--- src/rtl/logit_reader.sv ---
// Fetches NUM_CLASSES signed logits from the fmap bank, tracks their argmax and, when built with
// LOGIT_READER_STREAM_EN, replays the raw logits over a valid/ready byte stream.
module logit_reader #(
   parameter int unsigned NUM_CLASSES = 10,
   parameter logic [14:0] BASE_ADDR   = 15'h0000,
   parameter int unsigned RD_LATENCY  = 2
) (
   input  logic        clk,
   input  logic        rst,
   input  logic        init,
   output logic        done,
   output logic [14:0] fbank_raddr,
   output logic        fbank_ren,
   input  logic [7:0]  fdata_r,
   output logic [3:0]  label,
   output logic        label_valid,
   output logic [7:0]  out_data,
   output logic        out_valid,
   input  logic        out_ready,
   output logic        out_last
);

   localparam int unsigned CntW    = (RD_LATENCY < 2) ? 1 : $clog2(RD_LATENCY + 1);
   localparam logic [CntW-1:0] LastCnt = CntW'(RD_LATENCY);
   localparam logic [3:0]      LastIdx = 4'(NUM_CLASSES - 1);

`ifdef LOGIT_READER_STREAM_EN
   typedef enum logic [1:0] {StIdle, StFetch, StSend, StDone} state_e;
`else
   typedef enum logic [1:0] {StIdle, StFetch, StDone} state_e;
`endif

   state_e                        state_q, state_d;
   logic [3:0]                    idx_q, idx_d;
   logic [CntW-1:0]               cnt_q, cnt_d;
   logic signed [7:0]             max_q, max_d;
   logic [3:0]                    label_q, label_d;
   logic                          label_valid_q, label_valid_d;
   logic [14:0]                   raddr_q, raddr_d;
   logic                          ren_q, ren_d;
   logic                          done_q, done_d;
   logic [NUM_CLASSES-1:0][7:0]   buf_q, buf_d;
`ifdef LOGIT_READER_STREAM_EN
   logic                          out_valid_q, out_valid_d;
`endif

   always_ff @(posedge clk or posedge rst) begin
      if (rst) begin
         state_q       <= StIdle;
         idx_q         <= '0;
         cnt_q         <= '0;
         max_q         <= -8'sd128;
         label_q       <= '0;
         label_valid_q <= 1'b0;
         raddr_q       <= '0;
         ren_q         <= 1'b0;
         done_q        <= 1'b0;
         buf_q         <= '0;
`ifdef LOGIT_READER_STREAM_EN
         out_valid_q   <= 1'b0;
`endif
      end else begin
         state_q       <= state_d;
         idx_q         <= idx_d;
         cnt_q         <= cnt_d;
         max_q         <= max_d;
         label_q       <= label_d;
         label_valid_q <= label_valid_d;
         raddr_q       <= raddr_d;
         ren_q         <= ren_d;
         done_q        <= done_d;
         buf_q         <= buf_d;
`ifdef LOGIT_READER_STREAM_EN
         out_valid_q   <= out_valid_d;
`endif
      end
   end

   always_comb begin
      state_d       = state_q;
      idx_d         = idx_q;
      cnt_d         = cnt_q;
      max_d         = max_q;
      label_d       = label_q;
      label_valid_d = label_valid_q;
      raddr_d       = raddr_q;
      ren_d         = 1'b0;
      done_d        = 1'b0;
      buf_d         = buf_q;
`ifdef LOGIT_READER_STREAM_EN
      out_valid_d   = out_valid_q;
`endif

      unique case (state_q)
         StIdle: begin
            if (init) begin
               state_d       = StFetch;
               idx_d         = '0;
               cnt_d         = '0;
               max_d         = -8'sd128;
               label_d       = '0;
               label_valid_d = 1'b0;
               raddr_d       = BASE_ADDR;
               ren_d         = 1'b1;
            end
         end

         StFetch: begin
            // cnt 0 is the request cycle; data is on fdata_r RD_LATENCY cycles later
            if (cnt_q == LastCnt) begin
               buf_d[idx_q] = fdata_r;
               if ($signed(fdata_r) > max_q) begin
                  max_d   = $signed(fdata_r);
                  label_d = idx_q;
               end
               if (idx_q == LastIdx) begin
                  label_valid_d = 1'b1;
`ifdef LOGIT_READER_STREAM_EN
                  state_d       = StSend;
                  idx_d         = '0;
                  out_valid_d   = 1'b1;
`else
                  state_d       = StDone;
`endif
               end else begin
                  idx_d   = idx_q + 4'd1;
                  cnt_d   = '0;
                  raddr_d = BASE_ADDR + 15'(idx_q) + 15'd1;
                  ren_d   = 1'b1;
               end
            end else begin
               cnt_d = cnt_q + 1'b1;
            end
         end

`ifdef LOGIT_READER_STREAM_EN
         StSend: begin
            if (out_valid_q && out_ready) begin
               if (idx_q == LastIdx) begin
                  out_valid_d = 1'b0;
                  state_d     = StDone;
               end else begin
                  idx_d = idx_q + 4'd1;
               end
            end
         end
`endif

         StDone: begin
            done_d  = 1'b1;
            state_d = StIdle;
         end

         default: state_d = StIdle;
      endcase
   end

   assign done        = done_q;
   assign fbank_raddr = raddr_q;
   assign fbank_ren   = ren_q;
   assign label       = label_q;
   assign label_valid = label_valid_q;

`ifdef LOGIT_READER_STREAM_EN
   // Data and last come straight from the held index, so they cannot move while stalled
   assign out_valid = out_valid_q;
   assign out_data  = out_valid_q ? buf_q[idx_q] : 8'h00;
   assign out_last  = out_valid_q && (idx_q == LastIdx);
`else
   logic unused_stream;
   assign unused_stream = out_ready ^ (^buf_q);
   assign out_valid     = 1'b0;
   assign out_data      = 8'h00;
   assign out_last      = 1'b0;
`endif

endmodule

--- config.mk ---
export PLATFORM = sky130hd
export DESIGN_NAME = logit_reader
export DESIGN_NICKNAME = d
export VERILOG_FILES = /design/src/rtl/logit_reader.sv
export SDC_FILE = /design/constraint.sdc
export NUM_CORES = 1
export LEC_CHECK = 0
export CAP_MARGIN = 20
export CORE_MARGIN = 5
export CORE_UTILIZATION = 50
export CTS_CLUSTER_SIZE = 20
export DETAILED_ROUTE_END_ITERATION = 10
export GPL_TIMING_DRIVEN = 0
export PLACE_DENSITY = 0.84
export SKIP_CTS_REPAIR_TIMING = 1
export SYNTH_ARGS = -nofsm -noshare
export SYNTH_HDL_FRONTEND = slang
export SYNTH_SLANG_ARGS = --single-unit
--- constraint.sdc ---
create_clock -name clk -period 3.5 [get_ports clk]
set_input_delay 0.35 -clock clk [delete_from_list [all_inputs] [get_ports clk]]
set_output_delay 0.35 -clock clk [all_outputs]
set_load 0.02 [all_outputs]
# Yosys cells after proc, flatten, opt, wreduce, memory -nomap -nowiden
# Index checks and enable logic that the tools add are counted.
[totals] reg_bits=38 latchBits=0 ramBits=0 rom_bits=0 inputBits=12 output_inout_bits=32 word_cells=62 memories=0
[classes] n_addsub=3 n_mul=0 div=0 order_cmp=1 n_eq_ne=10 shift=0 muxes=32 bitwise_logic=0 reduce_logical=7
[ops] op="15-bit two-way mux" n=3
[ops] op="15-bit case mux with 2 select lines" n=1
[ops] op="8-bit two-way mux" n=3
[ops] op="4-bit two-way mux" n=5
[ops] op="4-bit case mux with 2 select lines" n=2
[ops] op="8-bit case mux with 2 select lines" n=1
[ops] op="2-bit two-way mux" n=6
[ops] op="4-bit AND reduction" n=3
[ops] op="2-bit inequality test, second input constant" n=5
[ops] op="8-bit > comparator" n=1
[ops] op="2-bit case mux with 2 select lines" n=2
[ops] op="1-bit two-way mux" n=7
[ops] op="3-bit AND reduction" n=2
[ops] op="4-bit by 1-bit adder with 5-bit output, second input constant" n=1
[ops] op="4-bit by 1-bit adder with 4-bit output, second input constant" n=1
[ops] op="2-bit equality test, second input constant" n=2
[ops] op="4-bit equality test, second input constant" n=1
[ops] op="1-bit case mux with 2 select lines" n=2
[ops] op="3-bit inequality test, second input constant" n=1
[ops] op="2-bit by 1-bit adder with 2-bit output, second input constant" n=1
[ops] op="2-bit by 1-bit equality test with 1-bit output, second input constant" n=1
[ops] op="2-bit zero test" n=1
[ops] op="2-bit nonzero test" n=1

# Depth between registers and ports, before layout
[depth] depth_word=4 depth_mapped=8 depth_no_buf=8

# Least setup slack after synthesis
# OpenSTA, ideal clock, no wires.
[synth_timing] path_kind="flip-flop to flip-flop" start="reg max_q[7]" end="reg label_q[0], in the netlist label[0]" t_arrival_ns=1.834 required_time_ns=3.374 path_slack_ns=1.540 stages_incl_launch_ff=8 n_path_buf=1 cell_sequence="dfstp_2 inv_1 ha_1 and4_1 a21bo_2 clkbuf_1 a21oi_1 a221o_1"
[synth_via] elab_chain_len=3
[synth_lines] item="start, declared" line_no="36" text="logic signed [7:0] max_q, max_d;"
[synth_lines] item="start signal, assigned" line_no="52" text="max_q <= -8'sd128;"
[synth_lines] item="start signal, assigned" line_no="66" text="max_q <= max_d;"
[synth_lines] item="8-bit > comparator" line_no="112" text="if ($signed(fdata_r) > max_q) begin"
[synth_lines] item="2-bit inequality test (no source line)"
[synth_lines] item="4-bit AND reduction (no source line)"
[synth_lines] item="end signal, assigned" line_no="67" text="label_q <= label_d;"
[synth_lines] item="end, declared" line_no="37" text="logic [3:0] label_q, label_d;"
# Every way passes these cells.
# A chain may end at the register's enable or synchronous reset.

# Worst setup path after layout
[layout_timing] start="reg max_q[7]" end="reg max_q[1]"
[layout_via] elab_chain_len=3
[layout_lines] item="8-bit > comparator" line_no="112"
[layout_lines] item="2-bit inequality test (no source line)"
[layout_lines] item="4-bit AND reduction (no source line)"
# Every way passes these cells.

==> flow_summary.toml <==
[finish]
finalInstanceArea_sq_um = 2020
drive_gt1_frac = 0.167
areaGrowthSynthToFinish_pct = 23.4
num-nets-final = 238
antenna_cells = 0
final_core_util = 0.651

[floorplan]
core_area_sq_um = 3100
dieArea_sq_um = 4520
start_util = 0.528
rows = 20
fp.dieH_um = 67.2
pin_count = 44
dieWidth_um = 67.2

[timing]
tightest_slew_ns = 0.882
tns_ns = 0
finalCritPeriodShare = 0.637
max_freq_mhz = 448
slew_headroom = 0.411
hold_violations = 0
clock_skew_ns = 0.00463
setup_viol = 0
fin_ws_ns = 1.27
rsz0062_at_grt = "no"
slew_viol_final = 0
min_period_ns = 2.23

[clock_tree]
tritoncts = "done"
cts_buffers = 3
clkSinkCount = 24
cts-root-buf = "clkbuf_4"
path_clk_slew_ns = 0.14
clockBufferDepth = 2
cts_htree_levels = 1
clk_latency_ns = 0.32

[setup_path]
slowest_delay_ns = 0.56
startpoint_type = "flop"
critPathRequiredTime_ns = 3.72
end_kind = "flop"
cp_max_fo = 10
path_buf_inv = 2
slowest_stage = "dfstp_2"
path_delay_family = "compound AO/OA/AOI/OAI gates"
path_cells = "inv_1 -> ha_1 -> and4_1 -> a21bo_2 -> clkbuf_1 -> a21oi_1 -> a221o_1"
arrival_ns = 2.45
path_class = "flop to flop"

[synth]
synth_area_per_cell_sq_um = 9.63
synth_seq_cells = 24
synth_xor_area_frac = 0.0107
syn_inst = 170
yosysUniqueCellTypes = 38
synth-simple-area-share = 0.186
ys.warnings.count = 0
synthMuxAreaShare = 0
ys_seq_area_frac = 0.367
yosys.area_share.adder = 0.0764
synth_top_family_by_area = "compound AO/OA/AOI/OAI gates"
synth_area_sq_um = 1640
synth_compound_area_frac = 0.204

[routing]
via_per_inst = 4.97
drt-pass1-iter-count = 4
post-route-drc-count = 0
drtIter0Drc = 97
drtAntennaViolNets = 0
num_vias = 1288
wl_per_cell_um = 12.6
wl_um = 3250

[grt]
grt_pass1_vias = 1323
grtUsageTotal = 0.159
grt_max_degree = 25
grt-ovfl-total = 0
grt_pass1_wl_um = 5590
antenna_found_initial = 0

[worst_hold_path]
worstHoldPathType = "flop to flop"

[power]
ir_drop_v = 0.000262
p_leak_nw = 0.965
power.density_nw_per_um2 = 783
finalPower_mw = 1.58

[placement]
place.gp.congestion = 0.792
hpwl_um = 2460
pre_cts_slack_ns = 1.06
numPortBuffers = 22
placed_area_sq_um = 1980

[run]
drv_cap = 0

[run_status]
status = "complete, no violations"
[Yosys cell counts (all sizes together)]
library cell / count / share of area
nand3b: 2 / 0.011
a221oi: 2 / 0.011
conb: 1 / 0.0023
nand4: 1 / 0.0038
o211ai: 1 / 0.0046
ha: 10 / 0.076
buf: 25 / 0.12
and2: 12 / 0.047
o21ai: 3 / 0.0092
clkbuf: 2 / 0.0046
dfrtp: 23 / 0.35
nand3: 1 / 0.0031
and3b: 1 / 0.0053
nor2: 5 / 0.011
a21o: 2 / 0.0092
a221o: 11 / 0.067
xor2: 2 / 0.011
o31ai: 2 / 0.0092
a22o: 2 / 0.011
a21oi: 13 / 0.047
a2111oi: 2 / 0.022
nand2: 21 / 0.048
and4: 2 / 0.011
dfstp: 1 / 0.016
o22ai: 1 / 0.0038
nand4bb: 1 / 0.017
nor2b: 3 / 0.011
inv: 12 / 0.027
a21bo: 1 / 0.0061
o21bai: 1 / 0.0046
nor3b: 1 / 0.0046
nand2b: 3 / 0.011
[worst register-to-register path, delay by kind of cell, from the launching register on]
kind	cells	cell delay [ns]
AOI/OAI and AO/OA	3	0.66
DFF	1	0.56
buffers and inverters	2	0.42
and+or+nand+nor	1	0.23
adders and majority gates	1	0.28
[registers in the layout, summed over array words and instances (netlist names)]
signal / flops
max_q: 8
idx_q: 3
label_valid: 1
fbank_ren: 1
done: 1
state_q: 2
cnt_q: 2
label: 4
fbank_raddr: 2
[per-layer routing]
metal  part of all wire  global-route usage
met5                  0                   0
met1               0.44               0.180
met3              0.045              0.0333
met2               0.50               0.291
met4              0.012              0.0557
[through the flow]
step / std cells / hold WS, ns
2_1_floorplan: 189 / 0.364
3_3_place_gp: 255 / 0.466
3_5_place_dp: 255 / 0.475
4_1_cts: 259 / 0.505
5_1_grt: 259 / 0.544
6_report: 259 / 0.502
[kinds of logic (layout without fill, tap and decap cells)]
group / after synthesis / in the layout
compound gates: 41 / 41
xor+xnor: 2 / 2
fa+ha+maj: 10 / 10
buf+inv: 39 / 65
flops: 24 / 24
other cells: 1 / 20
simple gates: 53 / 53
[cells in the final DEF, fill, tap and decap left out, drive strengths merged]
cell,count
a2111oi,2
a21bo,1
a21o,2
a21oi,13
a221o,11
a221oi,2
a22o,2
and2,12
and3b,1
and4,2
buf,25
clkbuf,6
clkdlybuf4s50,22
conb,20
dfrtp,23
dfstp,1
ha,10
inv,12
nand2,21
nand2b,3
nand3,1
nand3b,2
nand4,1
nand4bb,1
nor2,5
nor2b,3
nor3b,1
o211ai,1
o21ai,3
o21bai,1
o22ai,1
o31ai,2
xor2,2
[final timing paths]
path	start	to	slack [ns]	cells past startpoint
max in group asynchronous	rst	cnt_q[0]	2.46	2
hold reg to reg	label_valid	label_valid	0.50	1
setup reg to reg	max_q[7]	max_q[1]	1.27	7
min in group asynchronous	rst	max_q[6]	0.51	2
hold / removal	label_valid	label_valid	0.50	1
setup / recovery	max_q[7]	max_q[1]	1.27	7
[final cells by class]
class	instances	area, sq um
flip-flops and latches	24	602
inverters	12	45.0
well taps	44	55.1
repair buffers	22	220
multi-input cells	126	856
clock buffers	4	36.3
fillers	288	1080
plain buffers	27	206
[power by group]
part / switching (mW) / internal (mW)
logic: 0.444 / 0.465
registers: 0.120 / 0.405
clock network: 0.0852 / 0.0636
Note: power is estimated with default switching activity, not from simulation.
